## src/rtl/uart_dmi.sv

```systemverilog
// UART-to-DMI bridge: 8N1 host frames become single DMI requests; replies go back as status/data bytes.
// Latency: request issued the cycle after the last frame byte; reply starts two cycles after dmi_rsp_valid.
// Backpressure: request held until dmi_req_ready; host bytes arriving while busy are dropped. Option: UART_DMI__TIMEOUT_EN.
module uart_dmi #(
    parameter int ClockHz       = 50_000_000,
    parameter int BaudRate      = 115200,
    parameter int DataWidth     = 32,
    parameter int AddressWidth  = 7,
    parameter int TimeoutCycles = 65536
) (
    input  logic                    clk,
    input  logic                    rst,
    input  logic                    uart_rx,
    output logic                    uart_tx,
    output logic                    dmi_req_valid,
    input  logic                    dmi_req_ready,
    output logic [1:0]              dmi_req_op,
    output logic [AddressWidth-1:0] dmi_req_addr,
    output logic [DataWidth-1:0]    dmi_req_data,
    input  logic                    dmi_rsp_valid,
    input  logic [1:0]              dmi_rsp_op,
    input  logic [DataWidth-1:0]    dmi_rsp_data
);

    localparam int          Div      = ClockHz / BaudRate;
    localparam logic [15:0] DivLast  = 16'(Div - 1);
    localparam logic [15:0] HalfLast = 16'(Div / 2 - 1);
    localparam logic [31:0] GapLast  = 32'(16 * Div * 10 - 1);
    localparam logic [1:0]  OpRead   = 2'd1;

    localparam logic [2:0] S_IDLE = 3'd0;
    localparam logic [2:0] S_ADDR = 3'd1;
    localparam logic [2:0] S_DATA = 3'd2;
    localparam logic [2:0] S_REQ  = 3'd3;
    localparam logic [2:0] S_RSP  = 3'd4;
    localparam logic [2:0] S_TX   = 3'd5;

    localparam logic [1:0] RX_IDLE  = 2'd0;
    localparam logic [1:0] RX_START = 2'd1;
    localparam logic [1:0] RX_DATA  = 2'd2;
    localparam logic [1:0] RX_STOP  = 2'd3;

    if (DataWidth != 32) begin : g_bad_data_width
        $error("uart_dmi: DataWidth must be 32");
    end
    if (AddressWidth < 1 || AddressWidth > 8) begin : g_bad_addr_width
        $error("uart_dmi: AddressWidth must be 1..8");
    end
    if (TimeoutCycles < 1) begin : g_bad_timeout
        $error("uart_dmi: TimeoutCycles must be positive");
    end
    if (Div < 2) begin : g_bad_div
        $error("uart_dmi: ClockHz/BaudRate must be at least 2");
    end

    typedef struct packed {
        logic [1:0]              op;
        logic [AddressWidth-1:0] addr;
        logic [DataWidth-1:0]    data;
    } req_t;

    // ---------------- receive path ----------------
    logic       rx_meta, rx_sync, rx_prev;
    logic [1:0] rx_state;
    logic [15:0] rx_cnt;
    logic [2:0] rx_bit;
    logic [7:0] rx_shift;
    logic       rx_byte_vld, rx_frame_err;

    always_ff @(posedge clk or posedge rst) begin
        if (rst) begin
            rx_meta <= 1'b1;
            rx_sync <= 1'b1;
            rx_prev <= 1'b1;
        end else begin
            rx_meta <= uart_rx;
            rx_sync <= rx_meta;
            rx_prev <= rx_sync;
        end
    end

    always_ff @(posedge clk or posedge rst) begin
        if (rst) begin
            rx_state     <= RX_IDLE;
            rx_cnt       <= '0;
            rx_bit       <= '0;
            rx_shift     <= '0;
            rx_byte_vld  <= 1'b0;
            rx_frame_err <= 1'b0;
        end else begin
            rx_byte_vld  <= 1'b0;
            rx_frame_err <= 1'b0;
            case (rx_state)
                RX_IDLE: begin
                    if (rx_prev && !rx_sync) begin
                        rx_state <= RX_START;
                        rx_cnt   <= '0;
                    end
                end
                RX_START: begin
                    // mid-start re-check rejects glitches on the idle line
                    if (rx_cnt == HalfLast) begin
                        rx_cnt   <= '0;
                        rx_bit   <= '0;
                        rx_state <= rx_sync ? RX_IDLE : RX_DATA;
                    end else begin
                        rx_cnt <= rx_cnt + 16'd1;
                    end
                end
                RX_DATA: begin
                    if (rx_cnt == DivLast) begin
                        rx_cnt   <= '0;
                        rx_shift <= {rx_sync, rx_shift[7:1]};
                        rx_bit   <= rx_bit + 3'd1;
                        if (rx_bit == 3'd7) rx_state <= RX_STOP;
                    end else begin
                        rx_cnt <= rx_cnt + 16'd1;
                    end
                end
                default: begin
                    if (rx_cnt == DivLast) begin
                        rx_cnt   <= '0;
                        rx_state <= RX_IDLE;
                        if (rx_sync) rx_byte_vld  <= 1'b1;
                        else         rx_frame_err <= 1'b1;
                    end else begin
                        rx_cnt <= rx_cnt + 16'd1;
                    end
                end
            endcase
        end
    end

    // ---------------- transmit path ----------------
    logic [9:0]  tx_shift;
    logic [15:0] tx_cnt;
    logic [3:0]  tx_bit;
    logic        tx_busy, tx_rdy, tx_load;
    logic [7:0]  tx_byte;

    // ready on the final stop-bit cycle so the next start bit follows with no gap
    assign tx_rdy  = !tx_busy || (tx_bit == 4'd9 && tx_cnt == DivLast);
    assign uart_tx = tx_shift[0];

    always_ff @(posedge clk or posedge rst) begin
        if (rst) begin
            tx_shift <= '1;
            tx_cnt   <= '0;
            tx_bit   <= '0;
            tx_busy  <= 1'b0;
        end else if (tx_load) begin
            tx_shift <= {1'b1, tx_byte, 1'b0};
            tx_cnt   <= '0;
            tx_bit   <= '0;
            tx_busy  <= 1'b1;
        end else if (tx_busy) begin
            if (tx_cnt == DivLast) begin
                tx_cnt   <= '0;
                tx_shift <= {1'b1, tx_shift[9:1]};
                if (tx_bit == 4'd9) begin
                    tx_busy <= 1'b0;
                    tx_bit  <= '0;
                end else begin
                    tx_bit <= tx_bit + 4'd1;
                end
            end else begin
                tx_cnt <= tx_cnt + 16'd1;
            end
        end
    end

    // ---------------- frame / request sequencer ----------------
    logic [2:0]           state;
    req_t                 req;
    logic [1:0]           byte_idx;
    logic [31:0]          gap_cnt;
    logic                 gap_hit;
    logic [7:0]           rsp_status;
    logic [DataWidth-1:0] rsp_data;
    logic [2:0]           tx_idx, tx_total;

    assign gap_hit      = (gap_cnt == GapLast);
    assign tx_total     = (req.op == OpRead) ? 3'd5 : 3'd1;
    assign tx_load      = (state == S_TX) && tx_rdy && (tx_idx != tx_total);
    assign dmi_req_op   = req.op;
    assign dmi_req_addr = req.addr;
    assign dmi_req_data = req.data;

    always_comb begin
        tx_byte = rsp_status;
        case (tx_idx)
            3'd1:    tx_byte = rsp_data[7:0];
            3'd2:    tx_byte = rsp_data[15:8];
            3'd3:    tx_byte = rsp_data[23:16];
            3'd4:    tx_byte = rsp_data[31:24];
            default: tx_byte = rsp_status;
        endcase
    end

`ifdef UART_DMI__TIMEOUT_EN
    localparam logic [31:0] TimeoutLast = 32'(TimeoutCycles - 1);
    logic [31:0] to_cnt;
`endif

    always_ff @(posedge clk or posedge rst) begin
        if (rst) begin
            state         <= S_IDLE;
            req           <= '0;
            byte_idx      <= '0;
            gap_cnt       <= '0;
            rsp_status    <= '0;
            rsp_data      <= '0;
            tx_idx        <= '0;
            dmi_req_valid <= 1'b0;
`ifdef UART_DMI__TIMEOUT_EN
            to_cnt        <= '0;
`endif
        end else begin
            case (state)
                S_IDLE: begin
                    gap_cnt <= '0;
                    if (rx_byte_vld && (rx_shift == 8'h01 || rx_shift == 8'h02)) begin
                        req.op   <= rx_shift[1:0];
                        req.data <= '0;
                        state    <= S_ADDR;
                    end
                end
                S_ADDR: begin
                    if (rx_frame_err || gap_hit) begin
                        state <= S_IDLE;
                    end else if (rx_byte_vld) begin
                        req.addr <= rx_shift[AddressWidth-1:0];
                        gap_cnt  <= '0;
                        byte_idx <= '0;
                        if (req.op == OpRead) begin
                            state         <= S_REQ;
                            dmi_req_valid <= 1'b1;
                        end else begin
                            state <= S_DATA;
                        end
                    end else begin
                        gap_cnt <= gap_cnt + 32'd1;
                    end
                end
                S_DATA: begin
                    if (rx_frame_err || gap_hit) begin
                        state <= S_IDLE;
                    end else if (rx_byte_vld) begin
                        req.data[{byte_idx, 3'b000} +: 8] <= rx_shift;
                        byte_idx <= byte_idx + 2'd1;
                        gap_cnt  <= '0;
                        if (byte_idx == 2'd3) begin
                            state         <= S_REQ;
                            dmi_req_valid <= 1'b1;
                        end
                    end else begin
                        gap_cnt <= gap_cnt + 32'd1;
                    end
                end
                S_REQ: begin
                    if (dmi_req_ready) begin
                        dmi_req_valid <= 1'b0;
                        state         <= S_RSP;
`ifdef UART_DMI__TIMEOUT_EN
                        to_cnt        <= '0;
`endif
                    end
                end
                S_RSP: begin
                    if (dmi_rsp_valid) begin
                        rsp_status <= {6'b0, dmi_rsp_op};
                        rsp_data   <= dmi_rsp_data;
                        tx_idx     <= '0;
                        state      <= S_TX;
                    end
`ifdef UART_DMI__TIMEOUT_EN
                    else if (to_cnt == TimeoutLast) begin
                        rsp_status <= 8'hFF;
                        rsp_data   <= '0;
                        tx_idx     <= '0;
                        state      <= S_TX;
                    end else begin
                        to_cnt <= to_cnt + 32'd1;
                    end
`endif
                end
                S_TX: begin
                    if (tx_load) begin
                        tx_idx <= tx_idx + 3'd1;
                    end else if (tx_rdy && tx_idx == tx_total) begin
                        state <= S_IDLE;
                    end
                end
                default: state <= S_IDLE;
            endcase
        end
    end

endmodule

```

## config.mk

```make
export PLATFORM = sky130hd
export DESIGN_NAME = uart_dmi
export DESIGN_NICKNAME = d
export VERILOG_FILES = /design/src/rtl/uart_dmi.sv
export SDC_FILE = /design/constraint.sdc
export NUM_CORES = 1
export LEC_CHECK = 0
export CORE_ASPECT_RATIO = 0.6
export CORE_MARGIN = 8
export CORE_UTILIZATION = 61
export DETAILED_ROUTE_END_ITERATION = 6
export GPL_ROUTABILITY_DRIVEN = 0
export PLACE_DENSITY = 0.84
export SYNTH_ARGS = -nofsm -noshare
export SYNTH_HDL_FRONTEND = slang
export SYNTH_SLANG_ARGS = --single-unit
export TNS_END_PERCENT = 10
```

## constraint.sdc

```tcl
create_clock -name clk -period 16.9 [get_ports clk]
set_input_delay 4.225 -clock clk [delete_from_list [all_inputs] [get_ports clk]]
set_output_delay 4.225 -clock clk [all_outputs]
set_load 0.02 [all_outputs]
```

==> summary.txt, run 1 <==
Floorplanning
  • Die width: 170 µm
  • Core Region: 14300 µm²
  • Die Y-Extent: between 100 and 150 µm
  • Die area: 18500 µm²
  • Num rows: 34
  • Top Ports: 82
  • Starting Density: 61.3%

CTS
  • Clock net sink count: 180
  • Max Root-Sink Buffers: 2
  • H-tree level count: 4
  • TritonCTS clock tree: yes
  • Worst skew pair latency: 0.44 ns
  • Worst-path clk slew: 0.08 ns
  • Post-CTS resize count: 0
  • Clock root cell: clkbuf_16
  • Post-CTS Setup Inserts: 0
  • Hold buffers post-CTS: 0
  • Num CTS Buffers: 17

Logic synthesis
  • Post-synthesis cell area: approximately 8700 µm²
  • Sequential share of the synthesized area: 51.7%
  • Syn avg cell area: 9.81 µm²
  • Syn Nets: 950
  • Warnings from Yosys: 0
  • Cells after Synth: 890
  • Number of flops mapped to enable cells by yosys: 0
  • Count of state elements after synthesis: 180
  • Ys async rst share: 100%
  • Main synth FF type: dfrtp_1
  • Distinct cells, synth: 64

Setup path
  • Slowest cell on the critical path: buf_4
  • Critical Path Start Type: input pin
  • CP Capture Type: async pin
  • Max Fanout on Critical Path: between 100 and 150
  • Delay of the slowest critical-path stage: 0.83 ns
  • Crit path kind: in -> async
  • WP data required: 17.34 ns
  • Bufs and invs on worst path: 3
  • Cell family with the largest share of critical-path delay: buffers and inverters
  • CP cell instances: clkdlybuf4s50_1 > inv_6 > buf_4
  • Critical Path AT: 6.28 ns

Power
  • P_leak: 4.55 nW
  • Peak supply drop: about 53 µV
  • Power per cell area: 113 nW/µm²

GRT
  • First-pass GRT wire length: roughly 37000 µm
  • Initial antenna violation count: 0
  • Largest net degree at the start of global routing: between 100 and 150
  • Gr usage total: 24.7%
  • Vias in the first global route: 6981
  • Grt total ovfl: 0

Finish
  • Area grow syn2layout: 17.7%
  • ANT cells: 0
  • Layout net count: 1015
  • Finished Layout Cells: 1166
  • Share of post-route cells with drive strength above 1: 7.95%
  • Util after Layout: 72.1%
  • Commonest cells after routing, fill and taps aside: nand2_1 (169), dfrtp_1 (168), clkdlybuf4s50_1 (81)
  • Commonest non-fill, non-tap cell in the layout: nand2_1
  • Fillers: 1011

Placed design
  • IO Port Bufs: between 80 and 90
  • Dpl cells: 1134
  • Post-DP HPWL: 15300 µm

Timing
  • Max Clock Skew: roughly 0.014 ns
  • Hold Fails Final Rpt: 0
  • Setup-failing EPs final: 0
  • Post-Route Setup TNS: 0 ns
  • Final period util: 34.5%
  • Actual slew at the worst max-slew pin: around 1.2 ns
  • Relative slew slack: 19.9%
  • RSZ-0062 raised after global routing: false
  • Period minus WS final: 5.83 ns
  • Fmax: 171 MHz
  • Max Slew Vio Count: 0

Outcome
  • Failing checks: DRC
  • Status: complete, but fails checks

Hold path
  • Worst hold path type: reg -> reg

Run
  • Max Cap Viol: 0

Drt
  • Final wirelength: 22500 µm
  • DR vias: 7340
  • Pre-antenna DRT Iters: 7
  • Avg WL per Cell: 19.3 µm
  • DRC viols: 2
  • Post-DR vias/cell: 6.30
  • DRT antenna net count: 0
  • Initial DRC count: 941
[metrics by stage]
stage	total power [mW]	area (µm²)	hold slack [ns]	setup WS, ns
finish	1.16	10300	0.359	11.07
global route	1.22	10300	0.363	10.67
CTS	1.16	10300	0.359	10.95
detailed placement	0.764	9670	0.347	10.49
global placement	0.752	9670	0.346	10.50
floorplan	0.693	8730	0.345	7.81
[layout make-up]
class / instances / area, µm² / share of cell area [%]
tap: 198 / 248 / 2.41
clock inverter: 14 / 178 / 1.73
timing repair buffer: 85 / 841 / 8.18
inverter: 27 / 106 / 1.04
clock buffer: 18 / 429 / 4.18
sequential: 180 / 4520 / 44.0
multi-input combinational: 644 / 3950 / 38.5
[synth_stat cells, types with 4 or more instances]
library cell  number  share of area, %
nand2b_1           4              0.29
nor3_1            13              0.74
a22oi_1            9              0.77
a221o_1            5              0.57
dfrtp_1          168                48
a21oi_1           34               1.9
nor2b_1            4              0.29
ha_1              21               3.0
or4_1             17               1.5
clkbuf_1          32               1.4
nand4_1           14               1.0
xor2_1            14               1.4
xnor2_1            6              0.60
and3_1            19               1.4
o21ai_0           54               3.1
inv_1             27               1.2
nor2_1            42               1.8
nor4_1            11              0.79
nand2_1          169               7.3
o21ai_1            5              0.29
mux2_2            17               2.2
o31ai_1           19               1.6
a22o_1            35               3.5
and4_1             5              0.50
o211ai_1           6              0.52
or3_1             15               1.1
and2_1             6              0.43
dfstp_2           12               3.6
nand3_1           39               2.2
a32oi_1            9              0.90
a31oi_1            4              0.29
[path summary, 6_finish.rpt]
path | from | to | slack, ns | cells past startpoint
min reg2reg | rx_meta | rx_sync | 0.36 | 0
max in group clk | dmi_rsp_valid | tx_idx[2] | 11.09 | 5
max | rst | dmi_req_data[4] | 11.07 | 3
min in group asynchronous | rst | gap_cnt[24] | 4.38 | 2
min | rx_meta | rx_sync | 0.36 | 0
max reg2reg | gap_cnt[0] | dmi_req_data[4] | 13.89 | 7
[report_power, final]
| part | total (mW) | internal (mW) | leakage (nW) | switching, mW |
|---|---|---|---|---|
| Combinational | 0.209 | 0.0781 | 1.87 | 0.131 |
| Clock | 0.399 | 0.201 | 0.292 | 0.198 |
| Sequential | 0.556 | 0.494 | 2.39 | 0.0612 |
| Total | 1.16 | 0.774 | 4.55 | 0.390 |
[layer usage]
metal	GRT usage, %	wire length (µm)
met5	0	0
met4	5.67	162
met3	5.53	1790
met2	36.0	10100
met1	37.0	10400
[cells by family after synthesis]
family	Yosys count	share of synthesized area, %
buffers and inverters	66	3.15
AOI/OAI and AO/OA	200	15.6
adders and majority gates	21	3.01
DFF	180	51.7
xor gates and xnor gates	20	2.01
muxes	20	2.54
and+or+nand+nor	383	22.0
[sequential cells by signal, summed over array words and instances (netlist names), 3 cells and up]
signal and cells:
rx_cnt 16, rsp_data 32, tx_cnt 16, rx_bit 3, gap_cnt 32, tx_bit 4, tx_idx 3, dmi_req_data 32
dmi_req_addr 7, rx_shift 8, state 3, tx_shift 9
Note: power is estimated with default switching activity, not from simulation.
==> run 2, diff against run 1 <==
--- a/config.mk
+++ b/config.mk
@@ -7,10 +7,10 @@
 export LEC_CHECK = 0
 export CORE_ASPECT_RATIO = 0.6
 export CORE_MARGIN = 8
-export CORE_UTILIZATION = 61
+export CORE_UTILIZATION = 52
 export DETAILED_ROUTE_END_ITERATION = 6
 export GPL_ROUTABILITY_DRIVEN = 0
-export PLACE_DENSITY = 0.84
+export PLACE_DENSITY = 0.76
 export SYNTH_ARGS = -nofsm -noshare
 export SYNTH_HDL_FRONTEND = slang
 export SYNTH_SLANG_ARGS = --single-unit
==> constraint.sdc (replaced) <==
create_clock -name clk -period 5.2 [get_ports clk]
set_input_delay 1.3 -clock clk [delete_from_list [all_inputs] [get_ports clk]]
set_output_delay 1.3 -clock clk [all_outputs]
set_load 0.02 [all_outputs]
==> run 2 against run 1 <==
Against the previous run:
- the flow now finishes without violations
- clock power rose to 3.3 times the previous value
- worst setup slack worse by 9.1 ns
- core utilization down 9.1 points
- largest cell class unchanged
==> summary.txt, run 2 (same netlist as run 1, synthesis figures left out) <==
Floorplanning
  • Top Ports: 82
  • Die area: 21300 µm²
  • Starting Density: 53.4%
  • Num rows: 36
  • Die width: 183 µm
  • Core Region: 16400 µm²
  • Die Y-Extent: 116 µm

CTS
  • H-tree level count: 4
  • Worst skew pair latency: 0.42 ns
  • Clock net sink count: 180
  • Clock root cell: clkbuf_16
  • Max Root-Sink Buffers: 2
  • Post-CTS resize count: 0
  • Num CTS Buffers: 17
  • Post-CTS Setup Inserts: 0
  • TritonCTS clock tree: yes
  • Hold buffers post-CTS: 0
  • Worst-path clk slew: 0.07 ns

Drt
  • Avg WL per Cell: 17.8 µm
  • Post-DR vias/cell: 5.90
  • DRT antenna net count: 0
  • Pre-antenna DRT Iters: 5
  • DRC viols: 0
  • Initial DRC count: 681
  • DR vias: between 7000 and 8000
  • Final wirelength: 21200 µm

Timing
  • Max Clock Skew: about 0.012 ns
  • Setup-failing EPs final: 0
  • Post-Route Setup TNS: 0 ns
  • Fmax: 311 MHz
  • RSZ-0062 raised after global routing: false
  • Period minus WS final: 3.21 ns
  • Hold Fails Final Rpt: 0
  • Final period util: 61.8%
  • Max Slew Vio Count: 0
  • Actual slew at the worst max-slew pin: 1.22 ns
  • Relative slew slack: roughly 18%

Run
  • Max Cap Viol: 0

GRT
  • Largest net degree at the start of global routing: 181
  • Gr usage total: 20.5%
  • Initial antenna violation count: 0
  • First-pass GRT wire length: 35000 µm
  • Vias in the first global route: 6582
  • Grt total ovfl: 0

Finish
  • Area grow syn2layout: 17.9%
  • Commonest non-fill, non-tap cell in the layout: nand2_1
  • Layout net count: 1014
  • ANT cells: 0
  • Share of post-route cells with drive strength above 1: 7.67%
  • Design area: between 10000 and 15000 µm²
  • Commonest cells after routing, fill and taps aside: nand2_1 (169), dfrtp_1 (168), clkdlybuf4s50_1 (81)

Outcome
  • Status: finished clean

Setup path
  • WP data required: approximately 5.5 ns
  • Max Fanout on Critical Path: 57
  • Critical Path AT: 3.55 ns
  • Critical Path Start Type: flip-flop
  • Crit path kind: reg -> reg
  • CP Capture Type: flip-flop

Hold path
  • Worst hold path type: reg -> reg

Power
  • Peak supply drop: 256 µV
  • Power per cell area: ~370 nW/µm²
  • P_leak: 4.54 nW

Placed design
  • Placed Area: between 9000 and 10000 µm²
  • IO Port Bufs: 81
  • Post-DP HPWL: 14400 µm
-- run 2: worst paths after layout --
kind,from,to,slack (ns),cells after the start
setup / recovery,gap_cnt[0],gap_cnt[13],1.99,7
hold / removal,rx_meta,rx_sync,0.36,0
setup reg to reg,gap_cnt[0],gap_cnt[13],1.99,7
hold reg to reg,rx_meta,rx_sync,0.36,0
max in group asynchronous,rst,tx_cnt[13],3.02,3
min in group asynchronous,rst,gap_cnt[15],1.49,3
-- run 2: area by class of cell --
class	count	area [µm²]
Multi-Input combinational cell	644	3950
Clock inverter	12	155
Inverter	27	105
Fill cell	1291	6060
Clock buffer	18	429
Sequential cell	180	4520
Timing Repair Buffer	84	846
Tap cell	228	285
-- run 2: stage by stage --
stage                     setup WS, ns  hold slack, ns  util (%)  total power, mW  instances
after global placement            2.00           0.346      59.4             2.45       1163
after CTS                         1.99           0.358      63.0             3.78       1193
final                             1.99           0.357      63.0             3.77       1193
after global routing              1.71           0.363      63.0             3.98       1193
after floorplan                   1.60           0.345         -             2.25        890
after detailed placement          1.96           0.347      59.4             2.47       1163
-- run 2: power by group --
group | switching, mW | internal, mW | leakage (nW)
combinational | 0.408 | 0.253 | 1.86
sequential | 0.195 | 1.61 | 2.39
clock | 0.552 | 0.754 | 0.283
-- run 2: worst max-delay path, stage by stage (launching register included) --
cell and delay, ns:
dfrtp_1 0.40, ha_1 0.24, nand4_1 0.32, nor4_4 0.44
a21oi_1 0.24, a31oi_4 1.03, o21ai_0 0.26, a21oi_1 0.19
-- run 2: metal layers --
metal	up-vias	routed length (µm)	share of wire (%)	track usage [%]
met4	0	157	0.74	4.21
met5	-	0	0	0
met3	15	1480	7.0	6.49
li1	3338	-	-	-
met1	3479	10800	51	31.6
met2	211	8820	42	27.3
